[src/rtl/univ_shift_reg_pkg.sv]
// Shared mode encodings for the universal shift register and its bit cells.
package univ_shift_reg_pkg;

  typedef logic [2:0] mode_t;

  localparam mode_t MODE_HOLD = 3'b000;
  localparam mode_t MODE_LOAD = 3'b001;
  localparam mode_t MODE_SHL  = 3'b010;
  localparam mode_t MODE_SHR  = 3'b011;
  localparam mode_t MODE_ROL  = 3'b100;
  localparam mode_t MODE_ROR  = 3'b101;
  localparam mode_t MODE_SAR  = 3'b110;
  localparam mode_t MODE_CLR  = 3'b111;

endpackage

[src/rtl/usr_bit_cell.sv]
// One storage bit of the universal register: 8:1 next-state mux feeding a DFF
// with synchronous reset to a per-bit reset value.
module usr_bit_cell
  import univ_shift_reg_pkg::*;
(
  input  logic  clk_i,
  input  logic  rst_i,
  input  logic  rst_val_i,
  input  logic  en_i,
  input  mode_t mode_i,
  input  logic  d_i,
  input  logic  shl_i,
  input  logic  shr_i,
  input  logic  rol_i,
  input  logic  ror_i,
  input  logic  sar_i,
  output logic  q_o
);

  logic q_q;
  logic q_d;

  always_comb begin
    q_d = q_q;
    case (mode_i)
      MODE_HOLD: q_d = q_q;
      MODE_LOAD: q_d = d_i;
      MODE_SHL:  q_d = shl_i;
      MODE_SHR:  q_d = shr_i;
      MODE_ROL:  q_d = rol_i;
      MODE_ROR:  q_d = ror_i;
      MODE_SAR:  q_d = sar_i;
      MODE_CLR:  q_d = 1'b0;
      default:   q_d = q_q;
    endcase
  end

  always_ff @(posedge clk_i) begin
    if (rst_i) begin
      q_q <= rst_val_i;
    end else if (en_i) begin
      q_q <= q_d;
    end
  end

  assign q_o = q_q;

endmodule

[src/rtl/univ_shift_reg.sv]
// WIDTH-bit universal register: hold, load, shifts, rotates and clear, with
// complementary outputs, registered carry-out and a zero flag.
module univ_shift_reg
  import univ_shift_reg_pkg::*;
#(
  parameter int unsigned       WIDTH       = 32,
  parameter logic [WIDTH-1:0]  RESET_VALUE = '0
) (
  input  logic             CLK,
  input  logic             RST,
  input  logic             EN,
  input  logic [2:0]       MODE,
  input  logic [WIDTH-1:0] D,
  input  logic             SIL,
  input  logic             SIR,
  output logic [WIDTH-1:0] Q,
  output logic [WIDTH-1:0] Qn,
  output logic             CO,
  output logic             ZERO
);

  logic [WIDTH-1:0] q;
  logic [WIDTH-1:0] shl_vec;
  logic [WIDTH-1:0] shr_vec;
  logic [WIDTH-1:0] rol_vec;
  logic [WIDTH-1:0] ror_vec;
  logic [WIDTH-1:0] sar_vec;
  logic             co_q;
  logic             co_d;

  // Neighbour wiring for every one-bit move, resolved here so cells stay uniform.
  assign shl_vec = {q[WIDTH-2:0], SIL};
  assign shr_vec = {SIR, q[WIDTH-1:1]};
  assign rol_vec = {q[WIDTH-2:0], q[WIDTH-1]};
  assign ror_vec = {q[0], q[WIDTH-1:1]};
  assign sar_vec = {q[WIDTH-1], q[WIDTH-1:1]};

  for (genvar i = 0; i < WIDTH; i++) begin : g_cell
    usr_bit_cell u_cell (
      .clk_i     (CLK),
      .rst_i     (RST),
      .rst_val_i (RESET_VALUE[i]),
      .en_i      (EN),
      .mode_i    (MODE),
      .d_i       (D[i]),
      .shl_i     (shl_vec[i]),
      .shr_i     (shr_vec[i]),
      .rol_i     (rol_vec[i]),
      .ror_i     (ror_vec[i]),
      .sar_i     (sar_vec[i]),
      .q_o       (q[i])
    );
  end

  always_comb begin
    co_d = co_q;
    case (MODE)
      MODE_SHL, MODE_ROL:           co_d = q[WIDTH-1];
      MODE_SHR, MODE_ROR, MODE_SAR: co_d = q[0];
      MODE_CLR:                     co_d = 1'b0;
      default:                      co_d = co_q;
    endcase
  end

  always_ff @(posedge CLK) begin
    if (RST) begin
      co_q <= 1'b0;
    end else if (EN) begin
      co_q <= co_d;
    end
  end

  assign Q    = q;
  assign Qn   = ~q;
  assign CO   = co_q;
  assign ZERO = (q == '0);

endmodule

[config.mk]
export PLATFORM = sky130hd
export DESIGN_NAME = univ_shift_reg
export DESIGN_NICKNAME = d
export VERILOG_FILES = /design/src/rtl/univ_shift_reg_pkg.sv /design/src/rtl/usr_bit_cell.sv /design/src/rtl/univ_shift_reg.sv
export SDC_FILE = /design/constraint.sdc
export NUM_CORES = 1
export LEC_CHECK = 0
export ABC_AREA = 1
export BUFFER_PORTS_ARGS = -buffer_cell sky130_fd_sc_hd__buf_4
export CORE_MARGIN = 5
export CORE_UTILIZATION = 30
export DETAILED_ROUTE_END_ITERATION = 10
export PLACE_DENSITY = 0.57
export SYNTH_ARGS = -nofsm -noshare
export SYNTH_HDL_FRONTEND = slang
export SYNTH_SLANG_ARGS = --single-unit
export TNS_END_PERCENT = 100
[constraint.sdc]
create_clock -name CLK -period 2.4 [get_ports CLK]
set_input_delay 0.36 -clock CLK [delete_from_list [all_inputs] [get_ports CLK]]
set_output_delay 0.36 -clock CLK [all_outputs]
set_load 0.03 [all_outputs]
Yosys cells after proc, flatten, opt, wreduce, memory -nomap -nowiden
Cells that the tools add are included.
{"block": "word_totals", "regBits": 33, "output_inout_bits": 66, "input_bits": 40}
{"block": "op_classes", "n_eq_ne": 7, "bitwise": 3, "mux": 33, "n_reduce_logical": 9}
{"cell": "$pmux 1 s4", "n": 30}
{"cell": "$logic_not 32->1", "n": 1}
{"cell": "$not 32->32", "n": 1}
{"cell": "$eq 3x3->1 const B", "n": 4}
{"cell": "$pmux 1 s5", "n": 2}
{"cell": "$eq 3x2->1 const B", "n": 2}
{"cell": "$reduce_and 2->1", "n": 3}
{"cell": "$reduce_or 2->1", "n": 2}
{"cell": "$eq 3x1->1 const B", "n": 1}
{"cell": "$logic_not 3->1", "n": 1}
{"cell": "$pmux 1 s3", "n": 1}
{"cell": "$reduce_bool 3->1", "n": 1}
{"cell": "$reduce_or 3->1", "n": 1}
{"cell": "$not 1->1", "n": 2}

Logic depth before layout (Yosys ltp)
{"block": "logic_depth", "ltp_word": 4, "depth_mapped": 11, "mapped_depth_nobuf": 10}

Modules after synthesis
A second synthesis with hierarchy kept.
{"block": "unflattened", "hier_cells": 863, "area_unflattened_um2": 4329.2}
{"mod": "usr_bit_cell", "seq_area_each_um2": 30.0, "cells_per_inst": 25, "n_inst": 32, "area_per_inst_um2": 126.4}
{"mod": "univ_shift_reg", "seq_area_each_um2": 20.0, "cells_per_inst": 63, "n_inst": 1, "area_per_inst_um2": 285.3}

Worst setup path before layout
OpenSTA, ideal clock, no wires.
{"block": "synth_path", "path_kind": "register to output", "startpoint": "register g_cell[11].u_cell.q_q", "endpoint": "output port ZERO", "arrival_ps": 1128, "stages_incl_launch_ff": 4, "setup_slack_ps": 912, "cell_sequence": "dfxtp_1 nor4_1 nand4_1 nor2_1"}
{"block": "synth_between", "elab_chain_cells": 1}
{"item": "start: declaration", "line_no": "usr_bit_cell.sv:20", "text": "logic q_q;"}
{"item": "start signal: assignment", "line_no": "usr_bit_cell.sv:40", "text": "q_q <= rst_val_i;"}
{"item": "start signal: assignment", "line_no": "usr_bit_cell.sv:42", "text": "q_q <= q_d;"}
{"item": "$logic_not 32->1", "line_no": "univ_shift_reg.sv:76", "text": "assign ZERO = (q == '0);"}
{"item": "end: declaration", "line_no": "univ_shift_reg.sv:19", "text": "output logic ZERO"}
Every way passes these cells.

Worst setup path after layout
{"block": "layout_path", "startpoint": "register g_cell[31].u_cell.q_q", "endpoint": "output port ZERO"}
{"block": "layout_between", "elab_chain_cells": 1}
{"item": "start: declaration", "line_no": "usr_bit_cell.sv:20"}
{"item": "start signal: assignment", "line_no": "usr_bit_cell.sv:40"}
{"item": "start signal: assignment", "line_no": "usr_bit_cell.sv:42"}
{"item": "$logic_not 32->1", "line_no": "univ_shift_reg.sv:76"}
Every way passes these cells.

==> flow_summary.json <==
{
  "yosys_warnings": 0,
  "clock_path_buffers": 2,
  "postCtsSetupBuffers": 0,
  "antenna_found_initial": 0,
  "grt_pass1_vias": 2398,
  "cts_made_buffers": 5,
  "nets": 466,
  "viasPerCell": 4.684,
  "clk_latency_ns": 0.28,
  "instances_no_fill": 525,
  "synth-xor-area-share_pct": 0,
  "relSlewSlack_pct": 54.51,
  "die_h_um": 96.74,
  "maxCapViolations": 0,
  "gp_congestion": 0.7852,
  "hold_viol_final": 0,
  "clk_pin_slew_ns": 0.07,
  "finalCriticalPeriod_ns": 2.032,
  "track_usage_pct": 14.11,
  "min_path_type": "primary input to flip-flop",
  "setup_viol": 0,
  "drtIter0Drc": 136,
  "numClockSinks": 33,
  "dr.pass1.iters": 4,
  "crit_type": "flip-flop to primary output",
  "rows": 31,
  "die_x_um": 96.74,
  "crit_arrival_ns": 1.67,
  "die_area_mm2": 0.009359,
  "portBuffers": 105,
  "syn_area_mm2": 0.002257,
  "grt_max_degree": 60,
  "mostFrequentLayoutCells": "107 x buf_4, 79 x nand2_1, 39 x inv_1",
  "crit_path_max_fanout": 7,
  "start_kind": "flip-flop",
  "vias": 2459,
  "synth.ff_latch_count": 33,
  "required_ns": 2.04,
  "grt_pass1_wl_um": 11180,
  "netlist_instances": 362,
  "io_pins": 106,
  "status": "completed",
  "post_drt_wl_per_cell_um": 13.00,
  "synthAdderAreaFrac_pct": 0,
  "antenna_left": 0,
  "synth_nets": 402,
  "power_mw": 1.705,
  "synth-compound-area-share_pct": 15.74,
  "core_mm2": 0.007292,
  "ys_types": 20,
  "final_max_slew_viol_count": 0,
  "syn_to_final_growth_pct": 29.71,
  "yosysSeqAreaShare_pct": 29.27,
  "drc": 0,
  "synthMuxAreaShare_pct": 0,
  "htreeDepth": 2,
  "routed_wl_um": 6825,
  "diodes": 0,
  "tightest_slew_ns": 0.6807,
  "layout_commonest_cell": "buf_4",
  "power_density_mw_per_mm2": 582.2,
  "synth_area_per_cell_um2": 6.235,
  "cts_root_buffer": "clkbuf_8",
  "initial_core_util_pct": 30.95,
  "peakVddDrop_v": 0.0002168,
  "finalClockSkew_ns": 0.006701,
  "gr-total-overflow": 0,
  "cts_tree": "done",
  "dp_hpwl_um": 4898,
  "dp_cells": 518,
  "rsz0062_at_grt": "no",
  "setup_tns_ns": 0,
  "fmax_mhz": 492.1,
  "synth_simple_gate_area_share_pct": 31.60,
  "finalCritPeriodShare_pct": 84.67,
  "drive_gt1_share_pct": 29.11,
  "cts_resized": 0,
  "post-route-util_pct": 40.15,
  "crit_path_end_kind": "primary output",
  "cellLeakagePower_nw": 1.335,
  "postCtsHoldBufs": 0,
  "synth_top_family_by_area": "simple AND/OR/NAND/NOR gates"
}
==> cells by family (layout without fill, tap and decap cells) <==
family | Yosys count | after routing
simple gates | 166 | 166
buf+inv | 95 | 159
compound gates | 68 | 68
flops | 33 | 33
==> flip-flops by register name (all words and copies together) (netlist names) <==
register	count
g_cell.u_cell.q_o	32
CO	1
==> metrics by stage <==
stage | setup slack, ns | instance area, um^2 | hold WS [ns]
3_5_place_dp | 0.6505 | 2841 | 0.5247
4_1_cts | 0.3523 | 2928 | 0.2513
5_1_grt | 0.2905 | 2928 | 0.2598
2_1_floorplan | 0.9115 | 2257 | 0.4291
3_3_place_gp | 0.6841 | 2841 | 0.5201
6_report | 0.3679 | 2928 | 0.2570
==> where the power goes <==
group	leakage (nW)	switching [mW]	internal, mW
logic	1.02	0.380	0.234
clock network	0.0443	0.197	0.228
registers	0.273	0.0732	0.593
==> path summary, 6_finish.rpt <==
| check | cells after the start | slack (ns) | to | from |
|---|---|---|---|---|
| hold reg to reg | 4 | 0.52 | CO$_SDFFE_PP0P_ | CO$_SDFFE_PP0P_ |
| hold / removal | 2 | 0.26 | g_cell[0].u_cell.q_o$_SDFFE_PP0P_ | RST |
| setup / recovery | 4 | 0.37 | ZERO | g_cell[31].u_cell.q_o$_SDFFE_PP0P_ |
| setup reg to reg | 6 | 1.39 | g_cell[0].u_cell.q_o$_SDFFE_PP0P_ | g_cell[31].u_cell.q_o$_SDFFE_PP0P_ |
==> metal layers <==
metal	share of wire, %	vias to the layer above	GRT usage (%)	routed length, um
li1	-	1253	-	-
met1	47	1097	18.05	3188
met2	43	99	23.09	2954
met3	8.8	10	4.173	599
met4	1.2	0	3.780	81
met5	0	-	0	0
==> synth_stat cells, drive strengths merged <==
cell,number,share of area (%)
nor2,36,6.3
a21oi,34,7.5
nand4,5,1.4
clkbuf,5,0.89
buf,46,15
nor4,8,2.2
dfxtp,33,29
nand3,36,8.0
inv,44,7.3
nand2,81,14
o21ai,34,8.2
==> area by class of cell <==
type	instances	area [um^2]
inverter	44	165.2
sequential	33	660.6
fill	811	4364
tap	99	123.9
clock buffer	7	86.33
timing repair buffer	108	823.3
multi-input combinational	234	1069
==> worst max-delay path, stage by stage, from the launching register on <==
cell,delay (ns)
dfxtp_1,0.39
nor4_1,0.45
nand4_1,0.20
nor2_1,0.16
buf_4,0.18
Note: power is estimated with default switching activity, not from simulation.
